`config.mk`:
```
export PLATFORM = sky130hd
export DESIGN_NAME = hazard_sb_flat
export DESIGN_NICKNAME = d
export VERILOG_FILES = /design/src/rtl/hazard_sb_if.sv /design/src/rtl/hazard_sb.sv /design/src/flat_wrapper.sv
export SDC_FILE = /design/constraint.sdc
export NUM_CORES = 1
export LEC_CHECK = 0
export CORE_ASPECT_RATIO = 1.25
export CORE_MARGIN = 4
export CORE_UTILIZATION = 35
export DETAILED_ROUTE_END_ITERATION = 12
export PLACE_DENSITY_LB_ADDON = 0.2
export RECOVER_POWER = 100
export REMOVE_ABC_BUFFERS = 1
export SLEW_MARGIN = 20
export SYNTH_ARGS = -nofsm -noshare
export SYNTH_HDL_FRONTEND = slang
export SYNTH_SLANG_ARGS = --single-unit
export TNS_END_PERCENT = 10
```
`constraint.sdc`:
```
create_clock -name clk -period 2.3 [get_ports clk]
set_input_delay 0.46 -clock clk [delete_from_list [all_inputs] [get_ports clk]]
set_output_delay 0.46 -clock clk [all_outputs]
set_load 0.05 [all_outputs]
```
`src/rtl/hazard_sb_if.sv`:
```
// Hazard unit <-> datapath bundle: decode/execute operands, post-E writeback taps, stall/flush controls.
// master = datapath side, slave = hazard_sb.
interface hazard_sb_if #(
  parameter int REG_AW = 5,
  parameter int NFWD   = 2
);
  localparam int SEL_W = $clog2(NFWD + 1);

  logic [REG_AW-1:0]      rsD;
  logic [REG_AW-1:0]      rtD;
  logic                   regwriteD;
  logic [REG_AW-1:0]      writeregD;
  logic                   branchD;
  logic                   forwardaD;
  logic                   forwardbD;
  logic [REG_AW-1:0]      rsE;
  logic [REG_AW-1:0]      rtE;
  logic [REG_AW-1:0]      writeregE;
  logic                   regwriteE;
  logic                   memtoregE;
  logic                   mc_issueE;
  logic                   div_stallE;
  logic [SEL_W-1:0]       forwardaE;
  logic [SEL_W-1:0]       forwardbE;
  logic [NFWD-1:0]        fwd_regwrite;
  logic [NFWD*REG_AW-1:0] fwd_writereg;
  logic                   memtoregM;
  logic                   mc_done;
  logic [REG_AW-1:0]      mc_donereg;
  logic                   except_flush;
  logic                   stallF, stallD, stallE, stallM, stallW;
  logic                   flushF, flushD, flushE, flushM, flushW;
  logic                   sb_full;

  modport master (
    output rsD, rtD, regwriteD, writeregD, branchD,
    output rsE, rtE, writeregE, regwriteE, memtoregE, mc_issueE, div_stallE,
    output fwd_regwrite, fwd_writereg, memtoregM, mc_done, mc_donereg, except_flush,
    input  forwardaD, forwardbD, forwardaE, forwardbE,
    input  stallF, stallD, stallE, stallM, stallW,
    input  flushF, flushD, flushE, flushM, flushW, sb_full
  );

  modport slave (
    input  rsD, rtD, regwriteD, writeregD, branchD,
    input  rsE, rtE, writeregE, regwriteE, memtoregE, mc_issueE, div_stallE,
    input  fwd_regwrite, fwd_writereg, memtoregM, mc_done, mc_donereg, except_flush,
    output forwardaD, forwardbD, forwardaE, forwardbE,
    output stallF, stallD, stallE, stallM, stallW,
    output flushF, flushD, flushE, flushM, flushW, sb_full
  );
endinterface

```
`src/rtl/hazard_sb.sv`:
```
// Hazard unit: NFWD-deep forwarding, load-use/branch stalls, multi-cycle writer scoreboard (WAW stall under HAZARD_SB_WAW_EN).
// Latency: selects/stalls/flushes combinational; pend visible next cycle; sb_full one edge behind cnt.
// Backpressure: stalls Decode on pending sources, Execute when MC_MAX ops are outstanding.
module hazard_sb #(
  parameter int REG_AW = 5,
  parameter int NFWD   = 2,
  parameter int MC_MAX = 4
) (
  input logic        clk,
  input logic        resetn,
  hazard_sb_if.slave hz
);
  localparam int NREG  = 1 << REG_AW;
  localparam int CNT_W = $clog2(MC_MAX + 1);
  localparam int SEL_W = $clog2(NFWD + 1);
  localparam logic [CNT_W-1:0] CNT_MAX = CNT_W'(MC_MAX);

  logic [NREG-1:0]   pend;
  logic [NREG-1:0]   pendNext;
  logic [CNT_W-1:0]  cnt;
  logic [CNT_W-1:0]  cntNext;
  logic              sbFullQ;
  logic [REG_AW-1:0] fwdReg [NFWD];
  logic [SEL_W-1:0]  selA;
  logic [SEL_W-1:0]  selB;
  logic              iss;
  logic              doneOk;
  logic              eHit;
  logic              mHit;
  logic              lwStall;
  logic              brStall;
  logic              srcStall;
  logic              wawStall;
  logic              sbStall;
  logic              fullStall;
  logic              stallEInt;
  logic              stallDInt;

  always_comb begin
    for (int k = 0; k < NFWD; k++) begin
      fwdReg[k] = hz.fwd_writereg[k*REG_AW +: REG_AW];
    end
  end

  // Walk from the oldest stage down so the youngest (lowest k) match wins.
  always_comb begin
    selA = '0;
    selB = '0;
    for (int k = NFWD - 1; k >= 0; k--) begin
      if (hz.fwd_regwrite[k] && hz.rsE != '0 && fwdReg[k] == hz.rsE) selA = SEL_W'(k + 1);
      if (hz.fwd_regwrite[k] && hz.rtE != '0 && fwdReg[k] == hz.rtE) selB = SEL_W'(k + 1);
    end
  end

  assign hz.forwardaE = selA;
  assign hz.forwardbE = selB;
  assign hz.forwardaD = (hz.rsD != '0) && (hz.rsD == fwdReg[0]) && hz.fwd_regwrite[0];
  assign hz.forwardbD = (hz.rtD != '0) && (hz.rtD == fwdReg[0]) && hz.fwd_regwrite[0];

  assign eHit    = (hz.writeregE == hz.rsD) || (hz.writeregE == hz.rtD);
  assign mHit    = (fwdReg[0] == hz.rsD) || (fwdReg[0] == hz.rtD);
  assign lwStall = hz.memtoregE && hz.regwriteE && (hz.writeregE != '0) && eHit;
  assign brStall = hz.branchD &&
                   ((hz.regwriteE && (hz.writeregE != '0) && eHit) ||
                    (hz.memtoregM && hz.fwd_regwrite[0] && mHit));

  assign srcStall = ((hz.rsD != '0) && pend[hz.rsD]) || ((hz.rtD != '0) && pend[hz.rtD]);
`ifdef HAZARD_SB_WAW_EN
  // A younger write to a pending register must wait, or the late completion would clobber it.
  assign wawStall = hz.regwriteD && (hz.writeregD != '0) && pend[hz.writeregD];
`else
  logic unusedWaw;
  assign unusedWaw = &{1'b0, hz.regwriteD, hz.writeregD};
  assign wawStall  = 1'b0;
`endif
  assign sbStall = srcStall || wawStall;

  // A completion in the same cycle frees the slot the new issue needs.
  assign fullStall = hz.mc_issueE && (cnt == CNT_MAX) && !hz.mc_done;
  assign stallEInt = hz.div_stallE || fullStall;
  assign stallDInt = lwStall || brStall || sbStall || stallEInt;

  assign hz.stallE = stallEInt;
  assign hz.stallD = stallDInt;
  assign hz.stallF = stallDInt;
  assign hz.stallM = hz.div_stallE;
  assign hz.stallW = hz.div_stallE;

  assign hz.flushF = hz.except_flush;
  assign hz.flushD = hz.except_flush;
  assign hz.flushW = hz.except_flush;
  assign hz.flushE = (stallDInt && !stallEInt) || hz.except_flush;
  assign hz.flushM = (fullStall && !hz.div_stallE) || hz.except_flush;

  assign hz.sb_full = sbFullQ;

  assign iss    = hz.mc_issueE && hz.regwriteE && (hz.writeregE != '0) && !stallEInt && !hz.except_flush;
  assign doneOk = hz.mc_done && (cnt != '0);

  // Clear first so a same-register issue in the same cycle keeps the bit set.
  always_comb begin
    pendNext = pend;
    if (doneOk) pendNext[hz.mc_donereg] = 1'b0;
    if (iss)    pendNext[hz.writeregE]  = 1'b1;
    case ({iss, doneOk})
      2'b10:   cntNext = cnt + CNT_W'(1);
      2'b01:   cntNext = cnt - CNT_W'(1);
      default: cntNext = cnt;
    endcase
  end

  always_ff @(posedge clk or negedge resetn) begin
    if (!resetn) begin
      pend    <= '0;
      cnt     <= '0;
      sbFullQ <= 1'b0;
    end else begin
      pend    <= pendNext;
      cnt     <= cntNext;
      sbFullQ <= (cnt == CNT_MAX);
    end
  end
endmodule
```
`src/flat_wrapper.sv`:
```
// flat-port wrapper written by rule: the top's interface ports become plain ports
module hazard_sb_flat 
#(
  parameter int REG_AW = 5,
  parameter int NFWD   = 2,
  parameter int MC_MAX = 4
)
  (clk, resetn, hz_rsD, hz_rtD, hz_regwriteD, hz_writeregD, hz_branchD, hz_rsE, hz_rtE, hz_writeregE, hz_regwriteE, hz_memtoregE, hz_mc_issueE, hz_div_stallE, hz_fwd_regwrite, hz_fwd_writereg, hz_memtoregM, hz_mc_done, hz_mc_donereg, hz_except_flush, hz_forwardaD, hz_forwardbD, hz_forwardaE, hz_forwardbE, hz_stallF, hz_stallD, hz_stallE, hz_stallM, hz_stallW, hz_flushF, hz_flushD, hz_flushE, hz_flushM, hz_flushW, hz_sb_full);
  hazard_sb_if #(.REG_AW(REG_AW), .NFWD(NFWD)) hz_i ();
  input logic clk;
  input logic resetn;
  input wire logic [$bits(hz_i.rsD)-1:0] hz_rsD;
  input wire logic [$bits(hz_i.rtD)-1:0] hz_rtD;
  input wire logic [$bits(hz_i.regwriteD)-1:0] hz_regwriteD;
  input wire logic [$bits(hz_i.writeregD)-1:0] hz_writeregD;
  input wire logic [$bits(hz_i.branchD)-1:0] hz_branchD;
  input wire logic [$bits(hz_i.rsE)-1:0] hz_rsE;
  input wire logic [$bits(hz_i.rtE)-1:0] hz_rtE;
  input wire logic [$bits(hz_i.writeregE)-1:0] hz_writeregE;
  input wire logic [$bits(hz_i.regwriteE)-1:0] hz_regwriteE;
  input wire logic [$bits(hz_i.memtoregE)-1:0] hz_memtoregE;
  input wire logic [$bits(hz_i.mc_issueE)-1:0] hz_mc_issueE;
  input wire logic [$bits(hz_i.div_stallE)-1:0] hz_div_stallE;
  input wire logic [$bits(hz_i.fwd_regwrite)-1:0] hz_fwd_regwrite;
  input wire logic [$bits(hz_i.fwd_writereg)-1:0] hz_fwd_writereg;
  input wire logic [$bits(hz_i.memtoregM)-1:0] hz_memtoregM;
  input wire logic [$bits(hz_i.mc_done)-1:0] hz_mc_done;
  input wire logic [$bits(hz_i.mc_donereg)-1:0] hz_mc_donereg;
  input wire logic [$bits(hz_i.except_flush)-1:0] hz_except_flush;
  output wire logic [$bits(hz_i.forwardaD)-1:0] hz_forwardaD;
  output wire logic [$bits(hz_i.forwardbD)-1:0] hz_forwardbD;
  output wire logic [$bits(hz_i.forwardaE)-1:0] hz_forwardaE;
  output wire logic [$bits(hz_i.forwardbE)-1:0] hz_forwardbE;
  output wire logic [$bits(hz_i.stallF)-1:0] hz_stallF;
  output wire logic [$bits(hz_i.stallD)-1:0] hz_stallD;
  output wire logic [$bits(hz_i.stallE)-1:0] hz_stallE;
  output wire logic [$bits(hz_i.stallM)-1:0] hz_stallM;
  output wire logic [$bits(hz_i.stallW)-1:0] hz_stallW;
  output wire logic [$bits(hz_i.flushF)-1:0] hz_flushF;
  output wire logic [$bits(hz_i.flushD)-1:0] hz_flushD;
  output wire logic [$bits(hz_i.flushE)-1:0] hz_flushE;
  output wire logic [$bits(hz_i.flushM)-1:0] hz_flushM;
  output wire logic [$bits(hz_i.flushW)-1:0] hz_flushW;
  output wire logic [$bits(hz_i.sb_full)-1:0] hz_sb_full;
  assign hz_i.rsD = hz_rsD;
  assign hz_i.rtD = hz_rtD;
  assign hz_i.regwriteD = hz_regwriteD;
  assign hz_i.writeregD = hz_writeregD;
  assign hz_i.branchD = hz_branchD;
  assign hz_i.rsE = hz_rsE;
  assign hz_i.rtE = hz_rtE;
  assign hz_i.writeregE = hz_writeregE;
  assign hz_i.regwriteE = hz_regwriteE;
  assign hz_i.memtoregE = hz_memtoregE;
  assign hz_i.mc_issueE = hz_mc_issueE;
  assign hz_i.div_stallE = hz_div_stallE;
  assign hz_i.fwd_regwrite = hz_fwd_regwrite;
  assign hz_i.fwd_writereg = hz_fwd_writereg;
  assign hz_i.memtoregM = hz_memtoregM;
  assign hz_i.mc_done = hz_mc_done;
  assign hz_i.mc_donereg = hz_mc_donereg;
  assign hz_i.except_flush = hz_except_flush;
  assign hz_forwardaD = hz_i.forwardaD;
  assign hz_forwardbD = hz_i.forwardbD;
  assign hz_forwardaE = hz_i.forwardaE;
  assign hz_forwardbE = hz_i.forwardbE;
  assign hz_stallF = hz_i.stallF;
  assign hz_stallD = hz_i.stallD;
  assign hz_stallE = hz_i.stallE;
  assign hz_stallM = hz_i.stallM;
  assign hz_stallW = hz_i.stallW;
  assign hz_flushF = hz_i.flushF;
  assign hz_flushD = hz_i.flushD;
  assign hz_flushE = hz_i.flushE;
  assign hz_flushM = hz_i.flushM;
  assign hz_flushW = hz_i.flushW;
  assign hz_sb_full = hz_i.sb_full;
  hazard_sb #(.REG_AW(REG_AW), .NFWD(NFWD), .MC_MAX(MC_MAX)) u_core (.clk(clk), .resetn(resetn), .hz(hz_i));
endmodule
```
# Word-level counts from Yosys, hierarchy flattened
# Cells that the tools add are included.
[word_totals] output_inout_bits=17 word_cells=96 ff_bits=36 inputBits=58
[classes] add_sub_neg=2 reduce_logical=54 mux=15 order_cmp=6 n_bitwise=3 n_eq_ne=13
[ops] cell="two-way mux 32 bit" count=2
[ops] cell="== test 5 bit" count=10
[ops] cell="logical AND 1 bit" count=33
[ops] cell="bitwise AND 32 bit" count=1
[ops] cell="NOT 32 bit" count=1
[ops] cell="OR 32 bit" count=1
[ops] cell="nonzero test 5 bit" count=5
[ops] cell="< comparator 5 x 6 -> 1 bit, second input constant" count=4
[ops] cell="binary-select mux 1 bit (select 5 bit)" count=2
[ops] cell="demux 1 bit (select 5 bit)" count=2
[ops] cell="greater-or-equal comparator 5 x 1 -> 1 bit, second input constant" count=2
[ops] cell="logical OR 1 bit" count=10
[ops] cell="two-way mux 2 bit" count=4
[ops] cell="case mux 3 bit (2 select lines)" count=1
[ops] cell="logical NOT 1 bit" count=4
[ops] cell="two-way mux 1 bit" count=4
[ops] cell="adder 3 x 1 -> 3 bit, second input constant" count=1
[ops] cell="== test 3 bit, second input constant" count=1
[ops] cell="nonzero test 3 bit" count=1
[ops] cell="subtractor 3 x 1 -> 3 bit, second input constant" count=1
[ops] cell="== test 2 x 1 -> 1 bit, second input constant" count=1
[ops] cell="== test 2 bit, second input constant" count=1
[ops] cell="nonzero test 2 bit" count=1

# Depth between registers and ports, before layout
[depth] depth_word=10 mapped_depth=11 mapped_depth_nobuf=11

# Worst setup path before layout
# OpenSTA, ideal clock, no wires.
[synth_timing] path_type="input to output" from="input port hz_rsE[0]" to="output port hz_forwardaE[1]" path_slack_ns=-1.094 arrival_ns=2.934 n_path_buf=0 required_ns=1.840 path_stages=4 path_cell_list="or4_1 > nor2_1 > nor4_1 > nor4_1"
[synth_via] elab_chain_cells=5 elab_cells_between_ends=9 cone_classes="eq/ne (2); mux (2); reduce/logical (5)"
[synth_lines] item="from (decl)" line_no="flat_wrapper.sv:17" rtl="input wire logic [$bits(hz_i.rsE)-1:0] hz_rsE;"
[synth_lines] item="nonzero test 5 bit" line_no="hazard_sb.sv:50" rtl="if (hz.fwd_regwrite[k] && hz.rsE != '0 && fwdReg[k] == hz.rsE) selA = SEL_W'(k + 1);"
[synth_lines] item="logical AND 1 bit (2 in series)" line_no="hazard_sb.sv:50"
[synth_lines] item="two-way mux 2 bit" line_no="hazard_sb.sv:50"
[synth_lines] item="two-way mux 2 bit (*)" line_no="hazard_sb.sv:50"
[synth_lines] item="to (decl)" line_no="flat_wrapper.sv:32" rtl="output wire logic [$bits(hz_i.forwardaE)-1:0] hz_forwardaE;"
# Every way passes the cells marked *; elsewhere a longest branch is shown, timed or not.

# Worst setup path after layout
[layout_timing] from="register u_core.pend[26]" to="output port hz_stallD"
[layout_via] elab_chain_cells=6 elab_cells_between_ends=9 cone_classes="mux (4); reduce/logical (5)"
[layout_lines] item="from (decl)" line_no="hazard_sb.sv:18" rtl="logic [NREG-1:0] pend;"
[layout_lines] item="from (signal assigned)" line_no="hazard_sb.sv:118" rtl="pend <= pendNext;"
[layout_lines] item="binary-select mux 1 bit (select 5 bit)" line_no="hazard_sb.sv:67" rtl="assign srcStall = ((hz.rsD != '0) && pend[hz.rsD]) || ((hz.rtD != '0) && pend[hz.rtD]);"
[layout_lines] item="two-way mux 1 bit (not written as such)" line_no="hazard_sb.sv:67"
[layout_lines] item="logical AND 1 bit" line_no="hazard_sb.sv:67"
[layout_lines] item="logical OR 1 bit (*)" line_no="hazard_sb.sv:67"
[layout_lines] item="logical OR 1 bit (*) (2 in series)" line_no="hazard_sb.sv:81" rtl="assign stallDInt = lwStall || brStall || sbStall || stallEInt;"
[layout_lines] item="to (decl)" line_no="flat_wrapper.sv:35" rtl="output wire logic [$bits(hz_i.stallD)-1:0] hz_stallD;"
# Every way passes the cells marked *; elsewhere a longest branch is shown, timed or not. The select of a mux whose other input is x is not followed.

==> summary.md <==
| Metric | Value |
|---|---|
| Status | finished, violations left |
| Failing checks | negative setup slack |
| CP max stage delay | 0.47 ns |
| Max Root-Sink Buffers | 2 |
| Reg-to-Reg Start | u_core.cnt[1]$_DFFE_PN0P_ |
| Reg-to-reg slack, setup | -0.09 ns |
| Hold_sp | u_core.cnt[0]$_DFFE_PN0P_ |
| DRC viols | 0 |
| Multi-input logic area | 1800 sq um |
| Setup TNS | -2.09 ns |
| Lkg Pwr | 1.83 nW |
| Post-detail-place hpwl | 7.14 mm |
| Layout Cells excl Fill | 513 |
| Largest net degree at the start of global routing | 37 |
| Final Setup Violations | 9 |
| Crit path DAT | 2.27 ns |
| Clk pwr share | 20.6% |
| GP Congestion | 0.883 |
| Setup CP Type | flop to output port |
| Number of port buffers | 68 |
| Crit-path cells | mux4_2, mux2_4, nand3_2, nand4_1, nand4b_1, or2_1, buf_6 |
| GRT overflow | 0 |
| Hold Crit Class | flop to flop |
| Distinct cells, synth | 54 |
| Drt wl/cell | 17.9 um |
| Ys Warns | 0 |
| GRT Resource Usage Total | 19.8% |
| EDFF count, synth | 0 |
| Nets | 478 |
| Fin crit share | 119% |
| Buf/Inv on CP | 1 |
| Rows | 36 |
| Reg power frac | 37.3% |
| Simple-gate share of the synthesized area | 17.6% |
| Worst path slowest cell | mux4_2 |
| Clk sinks | 36 |
| FFs w/ async S/R, synth | 100% |
| Io pins | 75 |
| Final Skew | 0.00742 ns |
| Synthesized flop and latch total | 36 |
| Critical path peak fanout | 3 |
| Layout cell share with drive strength beyond 1 | 28.5% |
| Commonest non-fill, non-tap cell in the layout | buf_4 |
| Achievable Freq | 367 MHz |
| Hold slack final | 0.475 ns |
| Internal | 1.36 mW |
| Number of fill cells | 709 |
| Final Cell Area | 4230 sq um |
| Antenna cell count | 0 |
| Die footprint | 9490 sq um |
| Crit start category | flop |
| Slew margin rel. | 39.5% |
| Mux share of post-synthesis cell area | 13.4% |
| Comb power frac | 42.2% |
| Max-slew violations | 0 |
| Num CTS Buffers | 5 |
| Initial Util | 35.9% |
| Complex-gate fraction of the synthesized area | 16.4% |
| Tmin final | 2.73 ns |
| Max Cap Viol | 0 |
| RR Endpoint | u_core.cnt[2]$_DFFE_PN0P_ |
| Area Overhead vs Synth | 51.3% |
| Routed vias/inst | 5.51 |
| Initial antenna violation count | 0 |
| Sequential share of the synthesized area | 32.2% |
| Maximum vdd ir drop | 0.000293 V |
| Switching Fraction | 34.3% |
| Worst path top cell family by delay | multiplexers |
| Cells on worst reg2reg path | 11 |
| Final hold vios | 0 |
| Switch Pwr | 708 uW |
| DR vias | 2,829 |
| Placeable Area | 7790 sq um |
| Most frequent cells in the layout | buf_4 (61), o21ai_0 (54), dfrtp_1 (36), xnor2_1 (25), clkdlybuf4s50_1 (25) |
| Area occupied by registers | 901 sq um |
| Hold path cells | 1 |
| First-pass GRT wire length | 14.5 mm |
| Dpl cells | 502 |
| Router iterations before antenna repair | 4 |
| DRT iter0 DRCs | 137 |
| CP endpoint kind | output port |
| Die Y | 108 um |
| Vias in the first global route | 2,925 |
| Hold Path End | u_core.hz.sb_full$_DFF_PN0_ |
| Power per cell area | 489 nW/um^2 |
| CTS tree | built |
| Unrepaired setup endpoints after global routing | yes |
| Dpl cell area | 4090 sq um |
| Post-DRT Antenna Nets | 0 |
| Required time worst endpoint | 1.84 ns |
| Adder-Cell Fraction of Synth Area | 1.16% |
| Die X | 87.9 um |
| Cts hold-fix bufs | 0 |
| Xor-xnor portion of the synthesized cell area | 13.5% |
| H-tree levels | 2 |
| Tightest Pin Transition | 0.907 ns |
| Reg clk slew, reported paths | 0.07 ns |
| Mean post-synth cell area | 9.48 sq um |
| Pre-CTS WS | -0.931 ns |
| Mapped cell area | 2800 sq um |
| Ys flop type | dfrtp_1 |
| Root Driver | clkbuf_8 |
| Setup WS post-layout | -0.427 ns |
| Cells after synthesis | 295 |
| Final wirelength | 9.20 mm |
| Main combinational cell family by area after synthesis | simple AND/OR/NAND/NOR gates |
| Clock latency on the worst-skew pair | 0.29 ns |
[Yosys cell counts (all sizes together), types with 2 or more instances]
master / number / share of area, %
o21ai: 63 / 11
inv: 7 / 0.94
nand3: 10 / 2.0
or4: 3 / 0.81
nor2: 8 / 1.1
nor2b: 3 / 0.67
mux4: 9 / 7.5
clkbuf: 7 / 0.94
mux2i: 13 / 4.7
o211ai: 2 / 0.72
buf: 17 / 3.8
or3: 4 / 1.1
nor4: 6 / 1.3
xor2: 18 / 5.6
xnor2: 25 / 7.8
nand3b: 14 / 4.0
a311oi: 2 / 0.63
nand2: 8 / 1.1
and3: 2 / 0.45
o31a: 2 / 0.63
dfrtp: 36 / 32
nand4: 8 / 1.8
mux2: 3 / 1.2
or3b: 4 / 1.3
o21a: 2 / 0.54
nor3: 3 / 0.54
[metrics by stage]
step / power (mW) / util [%]
floorplan: 1.15 / -
global placement: 1.62 / 52.5
detailed placement: 1.64 / 52.5
CTS: 2.08 / 54.4
global route: 2.18 / 54.3
finish: 2.07 / 54.3
[state kept, by name, summed over array words and instances (netlist names)]
name               cells
u_core.cnt             3
u_core.pend           32
u_core.hz.sb_full      1
[worst reg2reg max path: stages, from the launching register on]
cell and delay, ns:
dfrtp_1 0.39, nor3b_1 0.33, nand3b_1 0.14, nor2b_1 0.16, and4b_1 0.20, inv_1 0.11
ha_4 0.14, inv_1 0.04, fa_1 0.37, xor2_1 0.15, nor2_1 0.11, xor2_1 0.16
[cell type report]
type                       count  share of cell area, %
clock inverter                 1                  0.118
sequential                    36                   21.3
clock buffer                   6                   1.72
inverter                       7                  0.621
tap                           95                   2.81
timing repair buffer         140                   30.8
multi-input combinational    228                   42.6
[power by group through the flow]
| stage | registers [mW] | clock network, mW | logic (mW) |
|---|---|---|---|
| finish | 0.770 | 0.424 | 0.871 |
| global route | 0.775 | 0.464 | 0.942 |
| CTS | 0.767 | 0.433 | 0.884 |
| detailed placement | 0.779 | 0 | 0.864 |
| global placement | 0.773 | 0 | 0.845 |
| floorplan | 0.801 | 0 | 0.350 |
[timing repair]
action | CTS | global route
endpoints found under the setup margin | 11 | 11
resized for setup | 49 | 15
gates cloned | 0 | 0
pin swaps | 13 | 7
endpoints found under the hold margin | 0 | 0
setup buffers | 3 | 1
[cells by family after synthesis]
family / count (synthesis)
DFF: 36
xor gates and xnor gates: 43
buffers and inverters: 31
and+or+nand+nor: 78
muxes: 25
adders and majority gates: 2
AOI/OAI and AO/OA: 80
[worst max-delay path by stage]
stage	startpoint	to	depth (start not counted)	slack, ns
global placement	hz_rsD[0]	hz_stallF	8	-0.85
CTS	u_core.pend[26]$_DFF_PN0_	hz_stallD	7	-0.47
floorplan	hz_rsE[0]	hz_forwardaE[1]	4	-1.09
detailed placement	hz_rsD[0]	hz_stallD	8	-0.93
global route	u_core.pend[30]$_DFF_PN0_	hz_stallF	8	-0.51
finish	u_core.pend[26]$_DFF_PN0_	hz_stallD	7	-0.43
[routing by layer]
layer | share of wire (%) | vias to the layer above | GRT usage, %
li1 | - | 1334 | -
met1 | 41 | 1376 | 24.2
met2 | 51 | 104 | 34.9
met3 | 6.8 | 15 | 2.99
met4 | 1.8 | 0 | 7.02
met5 | 0 | - | 0
No activity file was read; power rests on OpenSTA's default activity.
